**src/rtl/jtsdram_mbank_check_if.sv**
```systemverilog
`timescale 1ns/1ps
`default_nettype none
// ============================================================================
//  Module   : jtsdram_mbank_check_if
//  Purpose  : Bank request/response bundle between the multi-bank checker
//             (master) and the SDRAM controller bank ports (slave).
//  Revision : 1.0  initial release
// ============================================================================
interface jtsdram_mbank_check_if #(
   parameter int BANKS = 4,
   parameter int AW    = 22,
   parameter int DW    = 16
);
   // One mask bit per byte lane, never narrower than one bit
   localparam int MW = (DW >= 8) ? DW/8 : 1;

   logic [BANKS*AW-1:0] ba_addr;
   logic [BANKS-1:0]    ba_rd;
   logic [BANKS-1:0]    ba_wr;
   logic [BANKS*DW-1:0] ba_din;
   logic [BANKS*MW-1:0] ba_din_m;
   logic [BANKS-1:0]    ba_ack;
   logic [BANKS-1:0]    ba_rdy;
   logic [DW-1:0]       data_read;

   modport master (
      output ba_addr, ba_rd, ba_wr, ba_din, ba_din_m,
      input  ba_ack, ba_rdy, data_read
   );

   modport slave (
      input  ba_addr, ba_rd, ba_wr, ba_din, ba_din_m,
      output ba_ack, ba_rdy, data_read
   );
endinterface
`default_nettype wire

```
**src/rtl/jtsdram_mbank_check.sv**
```systemverilog
`timescale 1ns/1ps
`default_nettype none
// ============================================================================
//  Module   : jtsdram_mbank_check
//  Purpose  : Parametrised multi-bank SDRAM read/write checker. Each bank
//             optionally writes an LFSR pattern over LEN words, reads it
//             back and compares, keeping sticky fail flags and saturating
//             error counters.
//  Options  : JTSDRAM_ERRLOG_EN - capture address/expected/read data of the
//             first mismatch per bank; otherwise first_* are tied to 0.
//  Revision : 1.0  initial release
// ============================================================================
module jtsdram_mbank_check #(
   parameter int          BANKS = 4,
   parameter int          AW    = 22,
   parameter int          DW    = 16,
   parameter int          LEN   = 1024,
   parameter logic [15:0] SEED  = 16'hACE1
) (
   input  wire logic              clk,
   input  wire logic              rst,
   input  wire logic              start,
   input  wire logic              wr_mode,
   input  wire logic              hold,
   output logic                   busy,
   output logic                   done,
   output logic [BANKS-1:0]       bad,
   output logic                   bad_any,
   output logic [BANKS*8-1:0]     err_cnt,
   output logic [BANKS*AW-1:0]    first_addr,
   output logic [BANKS*DW-1:0]    first_exp,
   output logic [BANKS*DW-1:0]    first_got,
   jtsdram_mbank_check_if.master  bus
);

   typedef enum logic [2:0] {
      ST_IDLE    = 3'd0,
      ST_WR_REQ  = 3'd1,
      ST_WR_WAIT = 3'd2,
      ST_RD_REQ  = 3'd3,
      ST_RD_WAIT = 3'd4,
      ST_FIN     = 3'd5
   } state_t;

   // Last word address of a phase; the counter never wraps past it
   localparam logic [AW-1:0] c_last = AW'(LEN - 1);

   // One step of the x^16+x^14+x^13+x^11+1 Fibonacci LFSR (shift right)
   function automatic logic [15:0] f_lfsr_step(input logic [15:0] s);
      return {s[0] ^ s[2] ^ s[3] ^ s[5], s[15:1]};
   endfunction

   // Map the 16-bit LFSR state onto DW bits: truncate or replicate
   function automatic logic [DW-1:0] f_widen(input logic [15:0] s);
      logic [DW-1:0] d;
      d = '0;
      for (int k = 0; k < DW; k++) d[k] = s[k % 16];
      return d;
   endfunction

   logic             r_busy;
   logic             r_done;
   logic             r_wr_mode;
   logic             w_start_ok;
   logic             w_all_fin;
   logic [BANKS-1:0] w_fin;

   assign w_start_ok = start & ~r_busy;
   assign w_all_fin  = &w_fin;

   assign busy    = r_busy;
   assign done    = r_done;
   assign bad_any = |bad;
   assign bus.ba_din_m = '0;

   // Pass control: accept start when idle, close the pass once every bank is in FIN
   always_ff @(posedge clk) begin
      if (rst) begin
         r_busy    <= 1'b0;
         r_done    <= 1'b0;
         r_wr_mode <= 1'b0;
      end else begin
         r_done <= 1'b0;
         if (w_start_ok) begin
            r_busy    <= 1'b1;
            r_wr_mode <= wr_mode;
         end else if (r_busy && w_all_fin) begin
            r_busy <= 1'b0;
            r_done <= 1'b1;
         end
      end
   end

   for (genvar b = 0; b < BANKS; b++) begin : g_bank
      localparam logic [15:0] c_seed_raw = SEED ^ 16'(b);
      // An all-zero LFSR would lock up, so a zero seed is replaced by 1
      localparam logic [15:0] c_seed     = (c_seed_raw == 16'h0000) ? 16'h0001 : c_seed_raw;

      state_t          r_state, w_state_nx;
      logic            r_pend,  w_pend_nx;
      logic [AW-1:0]   r_addr,  w_addr_nx;
      logic [15:0]     r_lfsr,  w_lfsr_nx;
      logic            r_bad;
      logic [7:0]      r_err;
      logic            w_step;
      logic            w_wr_ph;
      logic            w_cmp;
      logic            w_mis;
      logic [DW-1:0]   w_exp;

      assign w_wr_ph = (r_state == ST_WR_REQ) || (r_state == ST_WR_WAIT);
      assign w_exp   = f_widen(r_lfsr);
      assign w_cmp   = w_step & ~w_wr_ph;
      assign w_mis   = (bus.data_read != w_exp);
      assign w_fin[b] = (r_state == ST_FIN);

      assign bus.ba_rd[b]            = (r_state == ST_RD_REQ);
      assign bus.ba_wr[b]            = (r_state == ST_WR_REQ);
      assign bus.ba_addr[b*AW +: AW] = r_addr;
      assign bus.ba_din[b*DW +: DW]  = (r_state == ST_WR_REQ) ? w_exp : '0;
      assign bad[b]                  = r_bad;
      assign err_cnt[b*8 +: 8]       = r_err;

      // Bank sequencer: one outstanding access, REQ only issued while hold is low
      always_comb begin
         w_state_nx = r_state;
         w_pend_nx  = r_pend;
         w_addr_nx  = r_addr;
         w_lfsr_nx  = r_lfsr;
         w_step     = 1'b0;
         case (r_state)
            ST_IDLE: begin
               if (r_busy && !hold) w_state_nx = r_wr_mode ? ST_WR_REQ : ST_RD_REQ;
            end
            ST_WR_REQ, ST_RD_REQ: begin
               if (bus.ba_ack[b]) begin
                  if (bus.ba_rdy[b]) begin
                     w_step = 1'b1;
                  end else begin
                     w_state_nx = (r_state == ST_WR_REQ) ? ST_WR_WAIT : ST_RD_WAIT;
                     w_pend_nx  = 1'b1;
                  end
               end
            end
            ST_WR_WAIT, ST_RD_WAIT: begin
               // Without a pending access the wait state just parks until hold drops
               if (r_pend) begin
                  if (bus.ba_rdy[b]) w_step = 1'b1;
               end else if (!hold) begin
                  w_state_nx = (r_state == ST_WR_WAIT) ? ST_WR_REQ : ST_RD_REQ;
               end
            end
            ST_FIN: begin
               if (r_busy && w_all_fin) w_state_nx = ST_IDLE;
            end
            default: w_state_nx = ST_IDLE;
         endcase

         if (w_step) begin
            w_pend_nx = 1'b0;
            if (r_addr == c_last) begin
               // Phase complete: restart address and pattern for the next phase
               w_addr_nx = '0;
               w_lfsr_nx = c_seed;
               if (w_wr_ph) w_state_nx = hold ? ST_RD_WAIT : ST_RD_REQ;
               else         w_state_nx = ST_FIN;
            end else begin
               w_addr_nx = r_addr + 1'b1;
               w_lfsr_nx = f_lfsr_step(r_lfsr);
               if (w_wr_ph) w_state_nx = hold ? ST_WR_WAIT : ST_WR_REQ;
               else         w_state_nx = hold ? ST_RD_WAIT : ST_RD_REQ;
            end
         end
      end

      // Bank state, pattern generator and mismatch statistics
      always_ff @(posedge clk) begin
         if (rst) begin
            r_state <= ST_IDLE;
            r_pend  <= 1'b0;
            r_addr  <= '0;
            r_lfsr  <= c_seed;
            r_bad   <= 1'b0;
            r_err   <= 8'd0;
         end else if (w_start_ok) begin
            r_state <= ST_IDLE;
            r_pend  <= 1'b0;
            r_addr  <= '0;
            r_lfsr  <= c_seed;
            r_bad   <= 1'b0;
            r_err   <= 8'd0;
         end else begin
            r_state <= w_state_nx;
            r_pend  <= w_pend_nx;
            r_addr  <= w_addr_nx;
            r_lfsr  <= w_lfsr_nx;
            if (w_cmp && w_mis) begin
               r_bad <= 1'b1;
               if (r_err != 8'hFF) r_err <= r_err + 8'd1;
            end
         end
      end

`ifdef JTSDRAM_ERRLOG_EN
      logic [AW-1:0] r_faddr;
      logic [DW-1:0] r_fexp;
      logic [DW-1:0] r_fgot;

      // Capture only the first mismatch of the pass; r_bad still low marks it
      always_ff @(posedge clk) begin
         if (rst || w_start_ok) begin
            r_faddr <= '0;
            r_fexp  <= '0;
            r_fgot  <= '0;
         end else if (w_cmp && w_mis && !r_bad) begin
            r_faddr <= r_addr;
            r_fexp  <= w_exp;
            r_fgot  <= bus.data_read;
         end
      end

      assign first_addr[b*AW +: AW] = r_faddr;
      assign first_exp[b*DW +: DW]  = r_fexp;
      assign first_got[b*DW +: DW]  = r_fgot;
`else
      assign first_addr[b*AW +: AW] = '0;
      assign first_exp[b*DW +: DW]  = '0;
      assign first_got[b*DW +: DW]  = '0;
`endif
   end

endmodule
`default_nettype wire

```
**src/flat_wrapper.sv**
```systemverilog
// flat-port wrapper written by rule: the top's interface ports become plain ports
module jtsdram_mbank_check_flat 
#(
   parameter int          BANKS = 4,
   parameter int          AW    = 22,
   parameter int          DW    = 16,
   parameter int          LEN   = 1024,
   parameter logic [15:0] SEED  = 16'hACE1
)
  (clk, rst, start, wr_mode, hold, busy, done, bad, bad_any, err_cnt, first_addr, first_exp, first_got, bus_ba_addr, bus_ba_rd, bus_ba_wr, bus_ba_din, bus_ba_din_m, bus_ba_ack, bus_ba_rdy, bus_data_read);
  jtsdram_mbank_check_if #(.BANKS(BANKS), .AW(AW), .DW(DW)) bus_i ();
  input  wire logic clk;
  input  wire logic rst;
  input  wire logic start;
  input  wire logic wr_mode;
  input  wire logic hold;
  output logic busy;
  output logic done;
  output logic [BANKS-1:0] bad;
  output logic bad_any;
  output logic [BANKS*8-1:0] err_cnt;
  output logic [BANKS*AW-1:0] first_addr;
  output logic [BANKS*DW-1:0] first_exp;
  output logic [BANKS*DW-1:0] first_got;
  output wire logic [$bits(bus_i.ba_addr)-1:0] bus_ba_addr;
  output wire logic [$bits(bus_i.ba_rd)-1:0] bus_ba_rd;
  output wire logic [$bits(bus_i.ba_wr)-1:0] bus_ba_wr;
  output wire logic [$bits(bus_i.ba_din)-1:0] bus_ba_din;
  output wire logic [$bits(bus_i.ba_din_m)-1:0] bus_ba_din_m;
  input wire logic [$bits(bus_i.ba_ack)-1:0] bus_ba_ack;
  input wire logic [$bits(bus_i.ba_rdy)-1:0] bus_ba_rdy;
  input wire logic [$bits(bus_i.data_read)-1:0] bus_data_read;
  assign bus_ba_addr = bus_i.ba_addr;
  assign bus_ba_rd = bus_i.ba_rd;
  assign bus_ba_wr = bus_i.ba_wr;
  assign bus_ba_din = bus_i.ba_din;
  assign bus_ba_din_m = bus_i.ba_din_m;
  assign bus_i.ba_ack = bus_ba_ack;
  assign bus_i.ba_rdy = bus_ba_rdy;
  assign bus_i.data_read = bus_data_read;
  jtsdram_mbank_check #(.BANKS(BANKS), .AW(AW), .DW(DW), .LEN(LEN), .SEED(SEED)) u_core (.clk(clk), .rst(rst), .start(start), .wr_mode(wr_mode), .hold(hold), .busy(busy), .done(done), .bad(bad), .bad_any(bad_any), .err_cnt(err_cnt), .first_addr(first_addr), .first_exp(first_exp), .first_got(first_got), .bus(bus_i));
endmodule
```
**config.mk**
```make
export PLATFORM = sky130hd
export DESIGN_NAME = jtsdram_mbank_check_flat
export DESIGN_NICKNAME = d
export VERILOG_FILES = /design/src/rtl/jtsdram_mbank_check_if.sv /design/src/rtl/jtsdram_mbank_check.sv /design/src/flat_wrapper.sv
export SDC_FILE = /design/constraint.sdc
export NUM_CORES = 1
export LEC_CHECK = 0
export ABC_AREA = 1
export CORE_MARGIN = 2
export CORE_UTILIZATION = 45
export CTS_CLUSTER_SIZE = 40
export DETAILED_ROUTE_END_ITERATION = 7
export PLACE_DENSITY = 0.86
export SLEW_MARGIN = 0
export SYNTH_ARGS = -nofsm -noshare
export SYNTH_HDL_FRONTEND = slang
export SYNTH_SLANG_ARGS = --single-unit
```
**constraint.sdc**
```tcl
create_clock -name clk -period 3.3 [get_ports clk]
set_input_delay 0.66 -clock clk [delete_from_list [all_inputs] [get_ports clk]]
set_output_delay 0.66 -clock clk [all_outputs]
set_load 0.1 [all_outputs]
```
==> results of run 1 <==
[worst paths after layout]
| check | cells past startpoint | slack (ns) | startpoint | end |
|---|---|---|---|---|
| max | 5 | 0.47 | u_core.g_bank[0].r_state[0] | bus_ba_din[13] |
| min | 2 | 0.46 | u_core.g_bank[2].r_pend | u_core.g_bank[2].r_pend |
| max reg2reg | 9 | 0.92 | u_core.g_bank[3].r_addr[0] | u_core.g_bank[3].r_lfsr[7] |
| min reg2reg | 2 | 0.46 | u_core.g_bank[2].r_pend | u_core.g_bank[2].r_pend |
[sequential cells by signal, summed over array words and instances (netlist names)]
register	count
u_core.g_bank.r_state	12
u_core.g_bank.r_pend	4
u_core.g_bank.r_addr	88
u_core.g_bank.r_bad	4
u_core.g_bank.r_err	32
u_core.r_wr_mode	1
u_core.g_bank.r_lfsr	64
u_core.busy	1
u_core.done	1
[power breakdown]
group / internal [µW] / switching [µW] / total (µW)
clock network: 1620 / 1150 / 2770
logic: 987 / 4620 / 5600
registers: 2670 / 212 / 2880
[critical path: cells and delay by family, from the launching register on]
kind / cells / cell delay, ns
buffers and inverters: 2 / 0.45
AND/OR/NAND/NOR: 3 / 0.83
flip-flops: 1 / 0.37
[logic make-up (layout without fill, tap and decap cells)]
| logic type | after synthesis | after routing | share of synthesized area [%] |
|---|---|---|---|
| flops | 207 | 207 | 28.3 |
| buf+inv | 528 | 539 | 20.0 |
| simple gates | 1157 | 1157 | 34.8 |
| compound gates | 238 | 238 | 9.22 |
| other cells | 1 | 224 | 0.0256 |
| fa+ha+maj | 24 | 24 | 2.05 |
| xor+xnor | 93 | 93 | 5.56 |
[through the flow]
stage	instances	hold WS, ns	utilization, %
detailed placement	2878	0.455	49.4
global placement	2878	0.453	49.4
global route	2924	0.501	52.0
CTS	2924	0.463	52.0
finish	2924	0.464	52.0
floorplan	2471	0.438	-
[final cells by class]
type                       instances  share of cell area, %
tap                              442                   3.30
clock inverter                    14                  0.783
multi-input combinational       1736                   50.2
inverter                         250                   5.62
sequential                       207                   24.7
timing repair buffer             243                   11.4
clock buffer                      32                   4.07
[per-layer routing]
layer,vias to the layer above,track usage [%],share of wire [%]
li1,7172,-,-
met3,91,4.62,7.4
met5,-,0,0
met2,537,42.3,48
met4,0,8.29,3.0
met1,6739,30.2,41
[layout by cell type, fill, tap and decap left out, types with 4 or more instances in the layout]
| master | instances |
|---|---|
| a21o_1 | 4 |
| a21oi_1 | 107 |
| a31oi_1 | 4 |
| buf_4 | 214 |
| clkbuf_1 | 4 |
| clkbuf_16 | 25 |
| clkdlybuf4s50_1 | 28 |
| clkinv_2 | 9 |
| conb_1 | 224 |
| dfxtp_1 | 207 |
| ha_1 | 24 |
| inv_1 | 234 |
| inv_2 | 14 |
| nand2_1 | 557 |
| nand2_2 | 8 |
| nand3_1 | 157 |
| nand3_2 | 6 |
| nand3_4 | 6 |
| nand3b_1 | 4 |
| nand4_1 | 67 |
| nor2_1 | 285 |
| nor2_2 | 7 |
| nor2_4 | 9 |
| nor3_1 | 30 |
| nor3_2 | 4 |
| nor4_1 | 4 |
| o211ai_1 | 33 |
| o21ai_0 | 61 |
| o21ai_1 | 10 |
| o22ai_1 | 10 |
| xnor2_1 | 17 |
| xor2_1 | 76 |
==> run_results.csv, run 1 <==
group,metric,value,unit
status,status,"complete, no violations",
placement,dpl_worst_slack,0.495,ns
synthesis,avgSynthCellArea,6.51,µm²
die,die_w,184,µm
synthesis,yosysSeqAreaShare,28.3,%
die,design.core.area,32300,µm²
clock_tree,ctsRootBufferMaster,"clkbuf_16",
final_layout,nFillCells,3188,
synthesis,yosysTopAreaCell,"dfxtp_1",
final_layout,syn2layout_area_growth,14.6,%
synthesis,synthCells,2248,
worst_setup_path,slowest_stage,"dfxtp_1",
worst_setup_path,critPathArrivalTime,2.17,ns
worst_setup_path,critical_path.endpoint_type,"primary output",
drt,routedWlPerCell,14.8,µm
drt,drt_drc_violations_left,0,
die,die_area,34000,µm²
pwr,power_leakage,0.00789,µW
synthesis,synth-main-ff-cell,"dfxtp_1",
timing,period_minus_slack,2.83,ns
worst_setup_path,start_kind,"flop",
clock_tree,cts_made_buffers,25,
timing,setup-tns-final,0,ns
clock_tree,hold_buffers,0,
final_layout,num_antenna_cells,0,
worst_setup_path,critical_path.cell_chain,"inv_1, nor2_1, nand2_2, nor2_1, buf_4",
timing,rsz0062_at_grt,"no",
global_routing,grt_overflow,0,
pwr,pwr_density_cell,671,nW/µm²
clock_tree,htree_levels,1,
placement,place_congestion,0.988,
global_routing,grt_pass1_vias,13224,
synthesis,synthMostInstantiatedCell,"nand2_1",
global_routing,grt_max_degree,39,
timing,finalCritPeriodShare,85.9,%
drt,vias_per_cell,4.97,
die,chipHeight,184,µm
final_layout,final_nets,2516,
timing,finalSetupViolCount,0,
synthesis,synthTopCellsByCount,"557 x nand2_1, 285 x nor2_1, 235 x inv_1, 233 x buf_4, 207 x dfxtp_1",
clock_tree,cts_tree,"built",
die,initial_core_util,45.3,%
timing,worst_pin_slew,0.660,ns
synthesis,synth_area_leaders,"dfxtp_1 28%, nand2_1 14%, buf_4 12%, nor2_1 7.3%, inv_1 6.0%",
clock_tree,clk_pin_slew_worst_paths,0.06,ns
worst_setup_path,cp_common_cell,"nor2_1",
drt,drt_first_pass_iters,5,
timing,fin_ws,0.466,ns
clock_tree,cts_resized,0,
worst_setup_path,slowest_delay,0.37,ns
drt,vias,14539,
die,rows,66,
drt,totalWireLength,43.2,mm
worst_setup_path,required,2.64,ns
synthesis,synthDistinctLibCells,50,
synthesis,ys_seq_elements,207,
pwr,ir_worst_vdd,0.569,mV
worst_hold_path,hold_path_class,"reg -> reg",
synthesis,async_flop_share,0,%
drt,antenna_left,0,
drt,drtIter0Drc,1048,
clock_tree,cts_sinks,207,
clock_tree,post_cts_buffers,0,
placement,placed_area,16000,µm²
clock_tree,clkLatencyLatePin,0.54,ns
clock_tree,max-clock-path-buffers,3,
timing,drv_slew,0,
synthesis,ys_warn_count,0,
synthesis,syn_area,14600,µm²
final_layout,drive_gt1_share,13.1,%
worst_setup_path,cp_max_fo,18,
placement,port_buffers,227,
flow_run,drv_cap,0,
timing,fin_skew,0.0236,ns
die,ioPinCount,452,
global_routing,antenna_found_initial,0,
pwr,p_total,11300,µW
final_layout,postLayoutCellArea,16800,µm²
timing,hold_viol_final,0,
timing,fmax,353,MHz
timing,relSlewSlack,56.0,%
worst_setup_path,critical_path_class,"reg -> out",
placement,dp_hpwl,33.2,mm
synthesis,synth_edf_count,0,
synthesis,synth_top_area_share,28.3,%
final_layout,multi_input_area,8420,µm²
global_routing,grt_pass1_wl,67.4,mm
global_routing,globalRouteTotalUtil,24.4,%
final_layout,regArea,4140,µm²
Power figures use the tool's default switching activity.
==> run 2, diff against run 1 <==
REMOVE_ABC_BUFFERS = 1   (was not set)
==> run 2 against run 1 <==
  * Sequential power about the same
  * Combinational power hardly changed
  * Highest routed layer is now met5
  * Hold slack better by 0.0018 ns
  * Register-to-register slack got worse by 0.08 ns
  * Clock power down 4%
  * Maximum frequency shrank 2.0%
  * Non-clock buffer count fell by 6
  * First-iteration DRC count shrank 5.7%
  * Critical path depth did not move
  * Clock skew fell by 0.0023 ns
  * Via count is 1.1% higher
  * Utilization fell by 0.22 points
  * Critical endpoint is now bus_ba_din[11]
==> run_results.csv, run 2 (synthesis results as in run 1) <==
group,metric,value,unit
clock_tree,clkLatencyLatePin,0.54,ns
die,rows,66,
drt,antenna_left,0,
timing,fmax,346,MHz
timing,finalSetupViolCount,0,
worst_hold_path,worstHoldStart,"u_core.g_bank[2].r_pend",
die,design.core.area,32300,µm²
placement,dp_hpwl,32.8,mm
clock_tree,hold_buffers,0,
clock_tree,max-clock-path-buffers,3,
final_layout,final_common_cell,"nand2_1",
clock_tree,clk_pin_slew_worst_paths,0.06,ns
worst_setup_path,rr_worst_depth,9,
worst_setup_path,critical_path_class,"reg -> out",
placement,place_congestion,1.00,
clock_tree,post_cts_buffers,0,
worst_setup_path,rrSetupSlack,0.84,ns
worst_setup_path,slowest_stage,"dfxtp_1",
global_routing,globalRouteTotalUtil,24.7,%
worst_hold_path,hold_path_class,"reg -> reg",
worst_setup_path,cp_max_fo,18,
pwr,power_leakage,0.00785,µW
clock_tree,cts_made_buffers,25,
worst_hold_path,hold_depth,2,
global_routing,antenna_found_initial,1,
clock_tree,cts_resized,0,
worst_setup_path,slowest_delay,0.39,ns
clock_tree,cts_sinks,207,
final_layout,largest_register_ffs,88,
worst_setup_path,r2r_end,"u_core.g_bank[3].r_lfsr[7]",
worst_hold_path,hold_end,"u_core.g_bank[2].r_pend",
timing,finalCritPeriodShare,87.6,%
timing,relSlewSlack,57.4,%
worst_setup_path,start_kind,"flop",
worst_setup_path,reg2reg_from,"u_core.g_bank[3].r_addr[0]",
drt,routedWlPerCell,14.9,µm
worst_setup_path,critical_path.cell_chain,"inv_1, nor2_1, nand2_2, nor2_1, buf_4",
die,die_area,34000,µm²
die,initial_core_util,45.3,%
worst_setup_path,required,2.64,ns
timing,hold_viol_final,0,
pwr,ir_worst_vdd,0.521,mV
die,die_w,184,µm
drt,drt_first_pass_iters,5,
final_layout,num_antenna_cells,0,
clock_tree,ctsRootBufferMaster,"clkbuf_16",
placement,placed_area,15900,µm²
worst_setup_path,critPathArrivalTime,2.23,ns
worst_setup_path,cp_common_cell,"nor2_1",
final_layout,final_nets,2510,
die,chipHeight,184,µm
final_layout,nFillCells,3203,
global_routing,grt_overflow,0,
timing,fin_skew,0.0213,ns
final_layout,top_regs,"u_core.g_bank.r_addr x88, u_core.g_bank.r_lfsr x64, u_core.g_bank.r_err x32",
status,status,"complete, no violations",
drt,totalWireLength,43.5,mm
clock_tree,cts_tree,"built",
pwr,p_total,11200,µW
final_layout,utilization,51.7,%
drt,drt_drc_violations_left,0,
final_layout,postLayoutCellArea,16700,µm²
drt,vias_per_cell,5.04,
final_layout,drive_gt1_share,12.6,%
timing,drv_slew,0,
placement,port_buffers,227,
global_routing,grt_pass1_vias,13335,
final_layout,layout_common_cells,"557 x nand2_1, 285 x nor2_1, 234 x inv_1",
worst_setup_path,critical_path.endpoint_type,"primary output",
pwr,pwr_density_cell,670,nW/µm²
global_routing,grt_pass1_wl,68.2,mm
global_routing,grt_max_degree,70,
timing,rsz0062_at_grt,"no",
die,ioPinCount,452,
timing,worst_pin_slew,0.639,ns
drt,vias,14700,
clock_tree,htree_levels,1,
drt,drtIter0Drc,988,
timing,period_minus_slack,2.89,ns
worst_setup_path,startpoint,"u_core.g_bank[0].r_state[0]",
final_layout,regMostFlops,"u_core.g_bank.r_addr",
final_layout,syn2layout_area_growth,14.1,%
flow_run,drv_cap,0,
==> run 2: cell types whose count changed in the layout (fill, tap and decap cells not counted), sizes merged <==
cell      change
clkinv        -3
buf           -6
bufinv        -1
clkinvlp      -3
clkbuf        +5
==> run 2: worst max-delay path: cells and delay by family (launching register included) <==
family / cells / cell delay (ns)
DFF: 1 / 0.39
buffers and inverters: 2 / 0.46
and+or+nand+nor: 3 / 0.85
==> run 2: through the flow <==
step / hold slack, ns / worst slack (ns) / cells / TNS, ns
floorplan: 0.438 / -1.85 / 2193 / -180.40
global placement: 0.453 / 0.585 / 2872 / 0
detailed placement: 0.460 / 0.561 / 2872 / 0
CTS: 0.467 / 0.440 / 2916 / 0
global route: 0.499 / 0.306 / 2916 / 0
finish: 0.466 / 0.408 / 2916 / 0
==> run 2: report_power, final <==
| part | switching (µW) | internal [µW] | total (µW) |
|---|---|---|---|
| clock | 1130 | 1540 | 2670 |
| sequential | 227 | 2670 | 2900 |
| combinational | 4650 | 987 | 5630 |
==> run 2: worst max path at each step <==
stage                                      end  slack, ns
floorplan           u_core.g_bank[3].r_lfsr[0]      -1.85
global placement     u_core.g_bank[0].r_err[0]       0.59
detailed placement   u_core.g_bank[0].r_err[3]       0.56
CTS                             bus_ba_din[11]       0.44
global route                    bus_ba_din[11]       0.31
finish                          bus_ba_din[11]       0.41
==> run 2: final cells by class <==
class | count | area [µm²] | area share [%]
Clock buffer | 37 | 701 | 4.19
Clock inverter | 7 | 67.6 | 0.404
Inverter | 250 | 942 | 5.64
Multi-Input combinational cell | 1736 | 8410 | 50.3
Sequential cell | 207 | 4140 | 24.8
Tap cell | 442 | 553 | 3.31
Timing Repair Buffer | 237 | 1890 | 11.3
==> run 2: routing by layer <==
| metal | routed length, µm | global-route usage [%] | vias to the layer above |
|---|---|---|---|
| li1 | - | - | 7159 |
| met4 | 1380 | 8.29 | 2 |
| met1 | 18200 | 31.3 | 6779 |
| met3 | 3590 | 4.58 | 98 |
| met5 | 12 | 0 | - |
| met2 | 20300 | 42.0 | 662 |
==> edit 1, RTL diff (settings of run 2) <==
Add an input register stage for `wr_mode`, without a reset; this delays it by one clock. The other inputs are not delayed to match.
--- a/src/rtl/jtsdram_mbank_check.sv
+++ b/src/rtl/jtsdram_mbank_check.sv
@@ -47,2 +47,8 @@
 
+   logic wr_mode_q;
+
+   always_ff @(posedge clk) begin
+      wr_mode_q <= wr_mode;
+   end
+
    // One step of the x^16+x^14+x^13+x^11+1 Fibonacci LFSR (shift right)
@@ -85,3 +91,3 @@
             r_busy    <= 1'b1;
-            r_wr_mode <= wr_mode;
+            r_wr_mode <= wr_mode_q;
          end else if (r_busy && w_all_fin) begin
Function: changed (Yosys sat finds a counterexample within 4 cycles, from zero or initial values and one cycle with rst high).
==> edit 1 against run 2 <==
Critical path type unchanged; via count is 0.98% lower; maximum frequency is 1.5% higher; count of clock-buffer cells in the layout is 5 higher; worst setup slack better by 0.043 ns; total power is 0.58% lower; sequential cell count is 1 higher; wire length is 0.50% lower; synthesized area is 0.50% lower; critical path depth is 1 lower; design area is 0.82% lower; combinational power is 3% lower; non-clock buffer count is 3 higher; final cell count is 2.2% lower.
==> edit 1: results (changes against run 2) <==
* First-pass GRT wire length at 66.8 mm (was 68.2 mm)
* Synth cell count leaders: nand2_1 (573), nor2_1 (287), buf_4 (234) (was nand2_1 (557), nor2_1 (285), inv_1 (235))
* Worst-margin pin slew at 0.529 ns (was 0.639 ns)
* Switching share of power at 52.3% (was 53.6%)
* Post-DP HPWL at 33.0 mm (was 32.8 mm)
* GRT met3 Usage at 4.32% (was 4.58%)
* Final Wtd Congestion at 0.945 (was 1.00)
* Crit path DAT at 2.19 ns (was 2.23 ns)
* Antenna violations before repair at 4 (was 1)
* Initial DRC Count at 1018 (was 988)
* Leak at 0.00786 uW (was 0.00785 uW)
* Worst Clk Skew at 0.0115 ns (was 0.0213 ns)
* First-pass DRT Iterations at 6 (was 5)
* Post-DR wirelength/cell at 15.2 um (was 14.9 um)
* GRT Resource Usage Total at 24.4% (was 24.7%)
* Post-Synth XOR/XNOR Area at 4.81% (was 5.56%)
* Fillers at 3159 (was 3203)
* Vias/cell at 5.10 (was 5.04)
* Status: finished clean (unchanged)
* Maximum vdd drop at 0.000498 V (was 0.000521 V)
* Largest net degree at the start of global routing at 43 (was 70)
* Sequential area share after synthesis at 28.6% (was 28.3%)
* M1 GR Usage at 30.1% (was 31.3%)
* Compound-Gate Fraction of Synth Area at 9.09% (was 9.22%)
* Vias in the first global route at 12900 (was 13300)
edit 1: cell families after synthesis:
kind of cell	after synthesis
compound gates	229
xor+xnor	80
fa+ha+maj	24
buf+inv	510
flops	208
other cells	1
simple gates	1163
edit 1: metal layers:
| layer | up-vias | share of wire (%) |
|---|---|---|
| li1 | 7077 | - |
| met1 | 6709 | 40 |
| met2 | 652 | 47 |
| met3 | 116 | 8.4 |
| met4 | 2 | 4.1 |
| met5 | - | 0.042 |
edit 1: per-stage QoR:
step	utilization, %	TNS, ns	hold slack (ns)	total power (uW)	area, um2
5_1_grt	52.2	0	0.505	11600	16600
6_report	52.2	0	0.472	11100	16600
3_5_place_dp	49.6	0	0.462	8380	15700
3_3_place_gp	49.6	0	0.437	8310	15700
2_1_floorplan	-	-54.76	0.423	7330	13400
4_1_cts	52.2	0	0.470	11200	16600
edit 1: layout make-up:
cell class | count | area (um2) | share of cell area, %
Clock inverter | 3 | 15.0 | 0.0906
Antenna cell | 3 | 7.51 | 0.0453
Clock buffer | 42 | 812 | 4.90
Timing Repair Buffer | 240 | 1870 | 11.3
Sequential cell | 208 | 4160 | 25.1
Inverter | 234 | 883 | 5.33
Multi-Input combinational cell | 1720 | 8310 | 50.2
Tap cell | 402 | 503 | 3.04
edit 1: path summary, 6_finish.rpt:
check,from,endpoint,slack [ns],cells past startpoint
setup / recovery,u_core.g_bank[3].r_state[2],bus_ba_din[51],0.45,4
hold / removal,u_core.wr_mode_q,u_core.r_wr_mode,0.47,2
setup reg to reg,u_core.g_bank[0].r_addr[0],u_core.g_bank[0].r_addr[8],1.03,10
hold reg to reg,u_core.wr_mode_q,u_core.r_wr_mode,0.47,2
edit 1: critical path, stage by stage, from the launching register on:
cell and delay, ns:
dfxtp_1 0.38, inv_2 0.12, nand3_2 0.37, nor2_1 0.42, buf_4 0.36
==> edit 2, RTL diff (settings of run 2) <==
Made on the original files. `DW` is set to 16 in 3 places; all go to 18. Comments in the files are not updated.
--- a/src/rtl/jtsdram_mbank_check_if.sv
+++ b/src/rtl/jtsdram_mbank_check_if.sv
@@ -11,3 +11,3 @@
    parameter int AW    = 22,
-   parameter int DW    = 16
+   parameter int DW    = 18
 );
--- a/src/rtl/jtsdram_mbank_check.sv
+++ b/src/rtl/jtsdram_mbank_check.sv
@@ -15,3 +15,3 @@
    parameter int          AW    = 22,
-   parameter int          DW    = 16,
+   parameter int          DW    = 18,
    parameter int          LEN   = 1024,
--- a/src/flat_wrapper.sv
+++ b/src/flat_wrapper.sv
@@ -5,3 +5,3 @@
    parameter int          AW    = 22,
-   parameter int          DW    = 16,
+   parameter int          DW    = 18,
    parameter int          LEN   = 1024,
Ports: changed (resized bus_ba_din, bus_data_read, first_exp and first_got); port bits go from 452 to 478. No check against the original RTL was run, so the function may have changed too.
==> edit 2 against run 2 <==
First-iteration DRC count rose by 17%; sequential cell count did not move; synthesized area rose by 1.0%; design area rose by 4.7%; critical path type unchanged; combinational power rose by 2%; worst setup slack got worse by 0.16 ns; total power rose by 2.1%; wire length rose by 5.5%; via count rose by 3.2%; sequential power fell by 2%.
==> edit 2: results (changes against run 2) <==
* Initial DRC Count at 1154 (was 988)
* First-pass DRT Iterations at 7 (was 5)
* GRT Resource Usage Total at 25.4% (was 24.7%)
* Largest stage delay on the critical path at 0.44 ns (was 0.39 ns)
* Leak at 0.00824 uW (was 0.00785 uW)
* Worst-margin pin slew at 0.728 ns (was 0.639 ns)
* Setup crit end: bus_ba_din[34] (was bus_ba_din[11])
* Reg2reg path depth at 12 (was 9)
* Worst Clk Skew at 0.00657 ns (was 0.0213 ns)
* Achievable Freq at 0.327 GHz (was 0.346 GHz)
* Nets at 2597 (was 2510)
* Synth area leaders: dfxtp_1 (28%), nand2_1 (16%), buf_4 (13%) (was dfxtp_1 (28%), nand2_1 (14%), buf_4 (12%))
* Share of layout cells above drive strength 1 at 12.1% (was 12.6%)
* Maximum vdd drop at 0.000415 V (was 0.000521 V)
* Antenna violations before repair at 0 (was 1)
* Routed metal-1 wirelength at 18.3 mm (was 18.2 mm)
* Cts bufs inserted at 26 (was 25)
* Crit-path max FO at 17 (was 18)
* Critical path's slowest cell: clkinv_1 (was dfxtp_1)
* Status: finished clean (unchanged)
* Hold Worst Slack at 0.476 ns (was 0.466 ns)
* CP delay by family, top: buffers and inverters (was simple AND/OR/NAND/NOR gates)
* Crit path DAT at 2.40 ns (was 2.23 ns)
* Port-buffer cells at 237 (was 227)
* Hold Startpoint: u_core.g_bank[3].r_pend (was u_core.g_bank[2].r_pend)
[edit 2: cell types whose count changed in the layout (fill, tap and decap cells not counted), moves of 15 or more]
| cell | delta |
|---|---|
| buf_12 | +38 |
| buf_4 | -15 |
| conb_1 | +16 |
| nand2_1 | +67 |
| nand3_1 | +17 |
| nor3_1 | +18 |
| xor2_1 | -28 |
[edit 2: cells by family after synthesis]
kind of cell | count (synthesis) | share of synthesized area [%]
xor gates and xnor gates | 73 | 4.32
adders and majority gates | 24 | 2.03
other | 1 | 0.0254
and+or+nand+nor | 1231 | 36.0
DFF | 207 | 28.0
AOI/OAI and AO/OA | 220 | 8.38
buffers and inverters | 568 | 21.3
[edit 2: metal layers]
metal  GRT usage (%)  up-vias
met1            31.1     7053
met3            5.72      108
met2            43.5      654
li1                -     7356
met5               0        -
met4            9.49        0
[edit 2: area by class of cell]
class                   instances  area [um2]  share of cell area (%)
clock inverters                 8        95.1                   0.544
inverters                     257         965                    5.52
repair buffers                262        2550                    14.6
well taps                     442         553                    3.16
clock buffers                  38         767                    4.39
flip-flops and latches        207        4140                    23.7
multi-input cells            1788        8400                    48.1
[edit 2: metrics by stage]
stage / instances / utilization, % / setup TNS, ns / instance area, um2
2_1_floorplan: 2252 / - / -263.92 / 13500
3_3_place_gp: 2956 / 51.2 / 0 / 16600
3_5_place_dp: 2956 / 51.2 / 0 / 16600
4_1_cts: 3002 / 53.9 / 0 / 17500
5_1_grt: 3002 / 53.9 / 0 / 17500
6_report: 3002 / 53.9 / 0 / 17500
[edit 2: tightest hold or removal path: cells and delay by family, from the launching register on]
kind	cells	cell delay, ns
flip-flops	1	0.33
buffers and inverters	1	0.05
AO/OA/AOI/OAI	1	0.05
[edit 2: power by group]
group	internal [uW]	switching (uW)
Clock	1750	1110
Combinational	1170	4560
Sequential	2650	189
